**config.mk**
```make
export PLATFORM = sky130hd
export DESIGN_NAME = beep_scheduler
export DESIGN_NICKNAME = d
export VERILOG_FILES = /design/src/rtl/beep_scheduler.sv
export SDC_FILE = /design/constraint.sdc
export NUM_CORES = 1
export LEC_CHECK = 0
export BUFFER_PORTS_ARGS = -buffer_cell sky130_fd_sc_hd__buf_2
export CORE_UTILIZATION = 40
export CTS_CLUSTER_SIZE = 30
export DETAILED_ROUTE_END_ITERATION = 16
export PLACE_DENSITY = 0.63
export SETUP_SLACK_MARGIN = 0.4
export SLEW_MARGIN = 20
export SYNTH_ARGS = -nofsm -noshare
export SYNTH_HDL_FRONTEND = slang
export SYNTH_SLANG_ARGS = --single-unit
```
**constraint.sdc**
```tcl
create_clock -name clk_1khz -period 5.7 [get_ports clk_1khz]
set_input_delay 0.57 -clock clk_1khz [delete_from_list [all_inputs] [get_ports clk_1khz]]
set_output_delay 0.57 -clock clk_1khz [all_outputs]
set_load 0.005 [all_outputs]
```
**src/rtl/beep_scheduler.sv**
```systemverilog
// Buzzer arbiter: sequences click, hourly chime and alarm patterns onto one registered 500 Hz tone.
// Optional macro BEEP_DEBUG_FORCE_EN adds a force_beep input that overrides the tone for bring-up.
module beep_scheduler #(
  parameter int ALARM_SEC    = 5,
  parameter int CHIME_ON_MS  = 200,
  parameter int CHIME_OFF_MS = 300,
  parameter int CLICK_MS     = 20
) (
  input  logic       clk_1khz,
  input  logic       switch_clr,
  input  logic       req_alarm,
  input  logic       req_chime,
  input  logic [4:0] chime_hour,
  input  logic       req_click,
  input  logic       alarm_stop,
`ifdef BEEP_DEBUG_FORCE_EN
  input  logic       force_beep,
`endif
  output logic       beep,
  output logic       busy,
  output logic [1:0] source
);

  typedef enum logic [2:0] {
    IDLE,
    CLICK,
    CHIME_ON,
    CHIME_OFF,
    ALARM
  } state_t;

  localparam logic [1:0] SRC_NONE  = 2'd0;
  localparam logic [1:0] SRC_CLICK = 2'd1;
  localparam logic [1:0] SRC_CHIME = 2'd2;
  localparam logic [1:0] SRC_ALARM = 2'd3;

  localparam logic [9:0] CLICK_LAST     = 10'(CLICK_MS - 1);
  localparam logic [9:0] CHIME_ON_LAST  = 10'(CHIME_ON_MS - 1);
  localparam logic [9:0] CHIME_OFF_LAST = 10'(CHIME_OFF_MS - 1);
  localparam logic [9:0] ALARM_LAST     = 10'd999;
  localparam logic [3:0] ALARM_PERIODS  = 4'(ALARM_SEC);

  state_t     state, state_d;
  logic [9:0] ms_cnt, ms_cnt_d;
  logic [3:0] strokes, strokes_d;
  logic [3:0] secs, secs_d;
  logic       beep_d, fsm_beep, sounding, busy_d;
  logic [1:0] source_d;

  logic       chime_ok;
  logic [3:0] hour_mod;
  logic [3:0] strokes_req;

  // 12-hour stroke count: hour mod 12, with midnight/noon striking twelve.
  assign chime_ok    = req_chime && (chime_hour <= 5'd23);
  assign hour_mod    = (chime_hour >= 5'd12) ? 4'(chime_hour - 5'd12) : chime_hour[3:0];
  assign strokes_req = (hour_mod == 4'd0) ? 4'd12 : hour_mod;

  // NOTE: every always_comb output gets a default first so no path leaves it unassigned (no latch).
  always_comb begin
    state_d   = state;
    ms_cnt_d  = ms_cnt + 10'd1;
    strokes_d = strokes;
    secs_d    = secs;

    case (state)
      IDLE: begin
        ms_cnt_d  = '0;
        strokes_d = '0;
        secs_d    = '0;
      end
      CLICK: begin
        if (ms_cnt == CLICK_LAST) begin
          state_d  = IDLE;
          ms_cnt_d = '0;
        end
      end
      CHIME_ON: begin
        if (ms_cnt == CHIME_ON_LAST) begin
          state_d  = CHIME_OFF;
          ms_cnt_d = '0;
        end
      end
      CHIME_OFF: begin
        if (ms_cnt == CHIME_OFF_LAST) begin
          ms_cnt_d  = '0;
          strokes_d = strokes - 4'd1;
          state_d   = (strokes <= 4'd1) ? IDLE : CHIME_ON;
          if (strokes <= 4'd1) strokes_d = '0;
        end
      end
      ALARM: begin
        if (ms_cnt == ALARM_LAST) begin
          ms_cnt_d = '0;
          secs_d   = secs + 4'd1;
          if (secs_d >= ALARM_PERIODS) begin
            state_d = IDLE;
            secs_d  = '0;
          end
        end
      end
      default: begin
        state_d   = IDLE;
        ms_cnt_d  = '0;
        strokes_d = '0;
        secs_d    = '0;
      end
    endcase

    // Arbitration: source doubles as the priority rank of the current owner.
    if (state == ALARM && alarm_stop) begin
      state_d   = IDLE;
      ms_cnt_d  = '0;
      secs_d    = '0;
      strokes_d = '0;
    end else if (req_alarm) begin
      state_d   = ALARM;
      ms_cnt_d  = '0;
      secs_d    = '0;
      strokes_d = '0;
    end else if (chime_ok && source < SRC_CHIME) begin
      state_d   = CHIME_ON;
      ms_cnt_d  = '0;
      strokes_d = strokes_req;
    end else if (req_click && source == SRC_NONE) begin
      state_d  = CLICK;
      ms_cnt_d = '0;
    end
  end

  always_comb begin
    source_d = SRC_NONE;
    sounding = 1'b0;
    case (state_d)
      CLICK: begin
        source_d = SRC_CLICK;
        sounding = 1'b1;
      end
      CHIME_ON: begin
        source_d = SRC_CHIME;
        sounding = 1'b1;
      end
      CHIME_OFF: source_d = SRC_CHIME;
      ALARM: begin
        source_d = SRC_ALARM;
        sounding = (ms_cnt_d < 10'd100)
                || (ms_cnt_d >= 10'd200 && ms_cnt_d < 10'd300)
                || (ms_cnt_d >= 10'd400 && ms_cnt_d < 10'd500);
      end
      default: begin
        source_d = SRC_NONE;
        sounding = 1'b0;
      end
    endcase
    busy_d   = (state_d != IDLE);
    // Every sounding burst starts on an even count, so the tone opens high.
    fsm_beep = sounding & ~ms_cnt_d[0];
  end

`ifdef BEEP_DEBUG_FORCE_EN
  assign beep_d = force_beep ? ~beep : fsm_beep;
`else
  assign beep_d = fsm_beep;
`endif

  // NOTE: sequential state uses non-blocking assignments so all registers update from pre-edge values.
  always_ff @(posedge clk_1khz or negedge switch_clr) begin
    if (!switch_clr) begin
      state   <= IDLE;
      ms_cnt  <= '0;
      strokes <= '0;
      secs    <= '0;
      beep    <= 1'b0;
      busy    <= 1'b0;
      source  <= SRC_NONE;
    end else begin
      state   <= state_d;
      ms_cnt  <= ms_cnt_d;
      strokes <= strokes_d;
      secs    <= secs_d;
      beep    <= beep_d;
      busy    <= busy_d;
      source  <= source_d;
    end
  end

endmodule

```
==> results of run 1 <==
path summary, 6_finish.rpt:
kind	startpoint	end	slack [ns]	cells after the start
worst min-delay path	switch_clr	ms_cnt[1]$_DFF_PN0_	0.26	1
max in group asynchronous	switch_clr	strokes[1]$_DFFE_PN0P_	5.07	1
worst max register to register	ms_cnt[0]$_DFF_PN0_	beep$_DFF_PN0_	3.45	8
min in group clk_1khz	strokes[1]$_DFFE_PN0P_	strokes[1]$_DFFE_PN0P_	0.52	2
worst min register to register	strokes[1]$_DFFE_PN0P_	strokes[1]$_DFFE_PN0P_	0.52	2
worst max-delay path	ms_cnt[0]$_DFF_PN0_	beep$_DFF_PN0_	3.45	8
critical path, cell delays in order (launching register included):
cell,delay [ns]
dfrtp_1,0.46
ha_1,0.31
nand4_1,0.22
nor4b_2,0.33
a21oi_1,0.13
a21oi_2,0.24
nand2b_2,0.17
nand4b_1,0.10
o21a_1,0.18
routing by layer:
layer  GRT usage (%)  wire length, µm  up-vias
li1                -                -      808
met1            23.5             2030      772
met2            27.9             1860       31
met3            2.71              120        5
met4            4.89               44        0
met5               0                0        -
kinds of logic after synthesis:
kind of cell | after synthesis
buffers and inverters | 22
adder cells (fa/ha/maj) | 8
AND/OR/NAND/NOR | 83
AO/OA/AOI/OAI | 62
flip-flops | 25
XOR/XNOR | 12
cell type report:
type,count,share of cell area [%]
inverter,15,2.76
clock buffer,4,2.21
multi-input combinational,165,57.3
tap,52,3.19
timing repair buffer,15,3.81
sequential,25,30.7
report_power, final:
group | switching [W] | total, W | internal (W) | leakage (nW)
Combinational | 0.0000926 | 0.000166 | 0.0000735 | 0.443
Sequential | 0.0000319 | 0.000235 | 0.000203 | 0.334
Clock | 0.0000587 | 0.000109 | 0.0000502 | 0.0228
Total | 0.000183 | 0.000510 | 0.000327 | 0.800
synth_stat cells (3+ instances only):
library cell  number  area (µm²)
nand4b_1           3        26.3
nor2_1            16        60.1
o31ai_1            4        30.0
a21oi_2            5        43.8
nand4_1            3        18.8
ha_1               8         100
nand2b_1           5        31.3
o21ai_0            9        45.0
inv_1             15        56.3
a21oi_1           13        65.1
xor2_1             3        26.3
and3_1             4        25.0
dfrtp_1           25         626
nor3_1            11        55.1
xnor2_1            9        78.8
buf_2              5        25.0
nand3_1            7        35.0
nand2_1           12        45.0
o221ai_1           3        26.3
per-stage QoR:
| stage | instance area [µm²] | hold slack [ns] | setup WS, ns |
|---|---|---|---|
| after detailed placement | 1990 | 0.506 | 3.33 |
| final | 2040 | 0.262 | 3.45 |
| after CTS | 2040 | 0.291 | 3.44 |
| after floorplan | 1890 | 0.274 | 3.74 |
| after global placement | 1990 | 0.518 | 3.34 |
| after global routing | 2040 | 0.317 | 3.22 |
flip-flops by register name, summed over array words and instances (netlist names):
signal / count
beep: 1
busy: 1
ms_cnt: 10
secs: 4
source: 2
state: 3
strokes: 4
==> metrics, run 1 <==
run status finished, final reports clean; CP Class flip-flop to flip-flop; row cnt 24; Synth Area in Adders 5.29%; final std cells w/o fill 276; final core occ 45.8%; max cap viols 0; main combinational cell family by area after synthesis simple AND/OR/NAND/NOR gates; root buffer cell clkbuf_8; Die Ht 70.8 µm; total routed wirelength 4050 µm; nets 244; VDD IR-drop max 0.182 mV; diodes inserted 0; # DRC 0; post-synthesis sequential area ratio 33.0%; Multi-input gate area 1170 µm²; crit path max fanout 7; synthesized area 1890 µm²; Synth Warn # 0; register area 626 µm²; flops & latches, synth 25; highest-count cells in the layout ignoring fill and taps 25 x dfrtp_1, 16 x nor2_1, 15 x inv_1; Final Critical Period 2.25 ns; total CTS buffers 3; clk buf depth 2; EDFF count, synth 0; synth unique cells 59; Vias 1616; cts repair resizes 0; predominant post-synthesis flop cell dfrtp_1; CTS sink cnt 25; DIE WIDTH 70.8 µm; port bufs 14; final hold violation count 0; WL/cell 14.7 µm; Boundary Pins 15; 1st-iter DRT viols 105; Syn Area/Cell 8.93 µm²; cts hold-fix bufs 0; Pre-antenna DRT Iters 4; vias in the first global route 1476; simple-gate area share of the yosys netlist 25.6%; worst slew pin tran 0.548 ns; Initial Util 42.6%; commonest non-fill, non-tap cell in the layout dfrtp_1; placed cell count 272; H-tree depth 1; Required @ worst endpoint 5.88 ns; Max-Slew Margin vs Limit 63.1%; first-pass GRT wire length 6910 µm; GR Overflow Total 0; filler cell count 450; largest net degree at the start of global routing 26; antenna violations before repair 0; RePlAce Congestion 0.854; CP Launch Type flip-flop; TritonCTS clock tree built; crit path DAT 2.43 ns; Net Count, Synth 231; Slew Limit Fails 0; compound-gate portion of the synthesized area 25.2%; async set or reset register ratio after synthesis 100%; Clock Pin Slew Worst Setup and Hold Paths 0.09 ns; core area 4440 µm²; HPWL after DPL 3130 µm; Total Routing Usage GR 17.1%; Antenna Nets Post-Route 0; fmax 444 MHz; Area Growth Syn to Fin 7.60%; clk_lat worst skew 0.28 ns; CP Capture Type flip-flop; Leakage 0.800 nW; Syn Inst Count 212; mux share of post-synthesis cell area 0%; XOR/XNOR Fraction of Synth Area 5.55%; share of layout cells above drive strength 1 15.6%; Layout Skew 0.0101 ns; via/cell ratio 5.86; Hold WC Path Type input port to asynchronous set/reset pin; overall power 0.000510 W; Tcrit/Tclk final 39.5%; DIE AREA 5010 µm²; pwr dens 250 nW/µm²; RSZ-0062 raised after global routing no; endpoints failing setup 0; setup_tns 0 ns; post-CTS setup buffer count 0
Note: power is estimated with default switching activity, not from simulation.
==> run 2: changes to the inputs <==
clock period = 2.1 ns   (was 5.7 ns; I/O delays follow)
==> metrics, run 2 (synthesis gave the netlist of run 1 again) <==
Hold WC Path Type input port to flip-flop; H-tree depth 1; CP max stage delay 0.44 ns; hold path depth 3; max FFs per register 10; CTS sink cnt 25; WL/cell 15.6 µm; Boundary Pins 15; endpoints failing setup 0; Clock Pin Slew Worst Setup and Hold Paths 0.10 ns; Vias 1842; CP Depth 9; RSZ-0062 raised after global routing yes; CP Capture Type flip-flop; via/cell ratio 5.76; pre-CTS setup slack 0.0588 ns; port bufs 14; # DRC 0; filler cell count 375; critical path buffer and inverter count 2; pwr dens 647 nW/µm²; total CTS buffers 3; GR Overflow Total 0; fmax 508 MHz; Initial Util 42.6%; max cap viols 0; run status finished, final reports clean; TritonCTS clock tree built; DIE AREA 5010 µm²; vias in the first global route 1724; Slew Limit Fails 0; Total Routing Usage GR 20.1%; HPWL after DPL 3380 µm; CP Class flip-flop to flip-flop; final worst setup slack 0.131 ns; Layout Skew 0.00157 ns; final core occ 60.1%; nets 288; Die Ht 70.8 µm; VDD IR-drop max 0.466 mV; commonest non-fill, non-tap cell in the layout buf_4; Final Critical Period 1.97 ns; CP Launch Type flip-flop; critical path's top delay family simple AND/OR/NAND/NOR gates; clk_lat worst skew 0.28 ns; highest-count cells in the layout ignoring fill and taps 36 x buf_4, 17 x dfrtp_1, 14 x buf_2; largest net degree at the start of global routing 26; largest register by flop count ms_cnt; crit path DAT 2.15 ns; crit path max fanout 4; root buffer cell clkbuf_8; 1st-iter DRT viols 88; depth of the worst register-to-register path 9; Antenna Nets Post-Route 0; first-pass GRT wire length 8000 µm; Required @ worst endpoint 2.28 ns; setup_tns 0 ns; Pre-antenna DRT Iters 4; total routed wirelength 5000 µm; antenna violations before repair 0; Area Growth Syn to Fin 41.0%; share of layout cells above drive strength 1 46.3%; Tcrit/Tclk final 93.7%; RePlAce Congestion 0.811; diodes inserted 0; final hold violation count 0; clk buf depth 2; Worst path slowest cell dfrtp_2; CP cell instances ha_4 > nand4_1 > nor4b_2 > buf_4 > buf_6 > o221ai_4 > nand2_4 > nand4b_1 > o21a_1; Leakage 1.05 nW; top flop regs ms_cnt (10), secs (4), strokes (4); row cnt 24; core area 4440 µm²; Max-Slew Margin vs Limit 61.7%; DIE WIDTH 70.8 µm; worst slew pin tran 0.575 ns
## run 2: path summary, 6_finish.rpt
path / start / to / slack [ns]
hold reg to reg: secs[3]$_DFFE_PN0P_ / secs[3]$_DFFE_PN0P_ / 0.59
max in group asynchronous: switch_clr / state[1]$_DFF_PN0_ / 1.23
setup reg to reg: ms_cnt[0]$_DFF_PN0_ / beep$_DFF_PN0_ / 0.13
min in group asynchronous: switch_clr / ms_cnt[9]$_DFF_PN0_ / 0.46
setup / recovery: ms_cnt[0]$_DFF_PN0_ / beep$_DFF_PN0_ / 0.13
hold / removal: chime_hour[1] / strokes[1]$_DFFE_PN0P_ / 0.32
## run 2: stage by stage
| step | total power (W) | std cells | hold slack, ns | area, µm² |
|---|---|---|---|---|
| after CTS | 0.00159 | 309 | 0.189 | 2410 |
| after detailed placement | 0.00117 | 287 | 0.248 | 2130 |
| after global placement | 0.00117 | 287 | 0.246 | 2130 |
| after global routing | 0.00183 | 320 | 0.309 | 2670 |
| after floorplan | 0.000977 | 212 | -0.0856 | 1910 |
| final | 0.00173 | 320 | 0.317 | 2670 |
## run 2: layer usage
layer  GRT usage (%)  vias up  wire length, µm
met5               0        -                0
li1                -      897                -
met1            26.9      898             2290
met4            6.00        0               38
met2            34.5       43             2530
met3            2.14        4              138
## run 2: worst register-to-register path: stages (launching register included)
cell	delay, ns
dfrtp_2	0.44
ha_4	0.19
nand4_1	0.17
nor4b_2	0.09
buf_4	0.15
buf_6	0.11
o221ai_4	0.25
nand2_4	0.11
nand4b_1	0.18
o21a_1	0.18
## run 2: layout make-up
| cell class | count | area [µm²] | share of cell area, % |
|---|---|---|---|
| clock buffer | 3 | 41.3 | 1.55 |
| inverter | 15 | 56.3 | 2.11 |
| timing repair buffer | 59 | 449 | 16.8 |
| sequential | 25 | 636 | 23.8 |
| tap | 52 | 65.1 | 2.44 |
| multi-input combinational | 165 | 1420 | 53.1 |
| clock inverter | 1 | 5.00 | 0.188 |
## run 2: repair_timing
item                                    4_1_cts  5_1_grt
resized for setup                            24       43
endpoints found under the setup margin       22       24
hold buffers                                  1        0
setup buffers                                17       11
pin swaps                                    11       22
endpoints found under the hold margin        25        0
## run 2: power breakdown
part / internal (W) / switching, W
logic: 0.000402 / 0.000400
clock network: 0.000133 / 0.000172
registers: 0.000555 / 0.0000655
total: 0.00109 / 0.000638
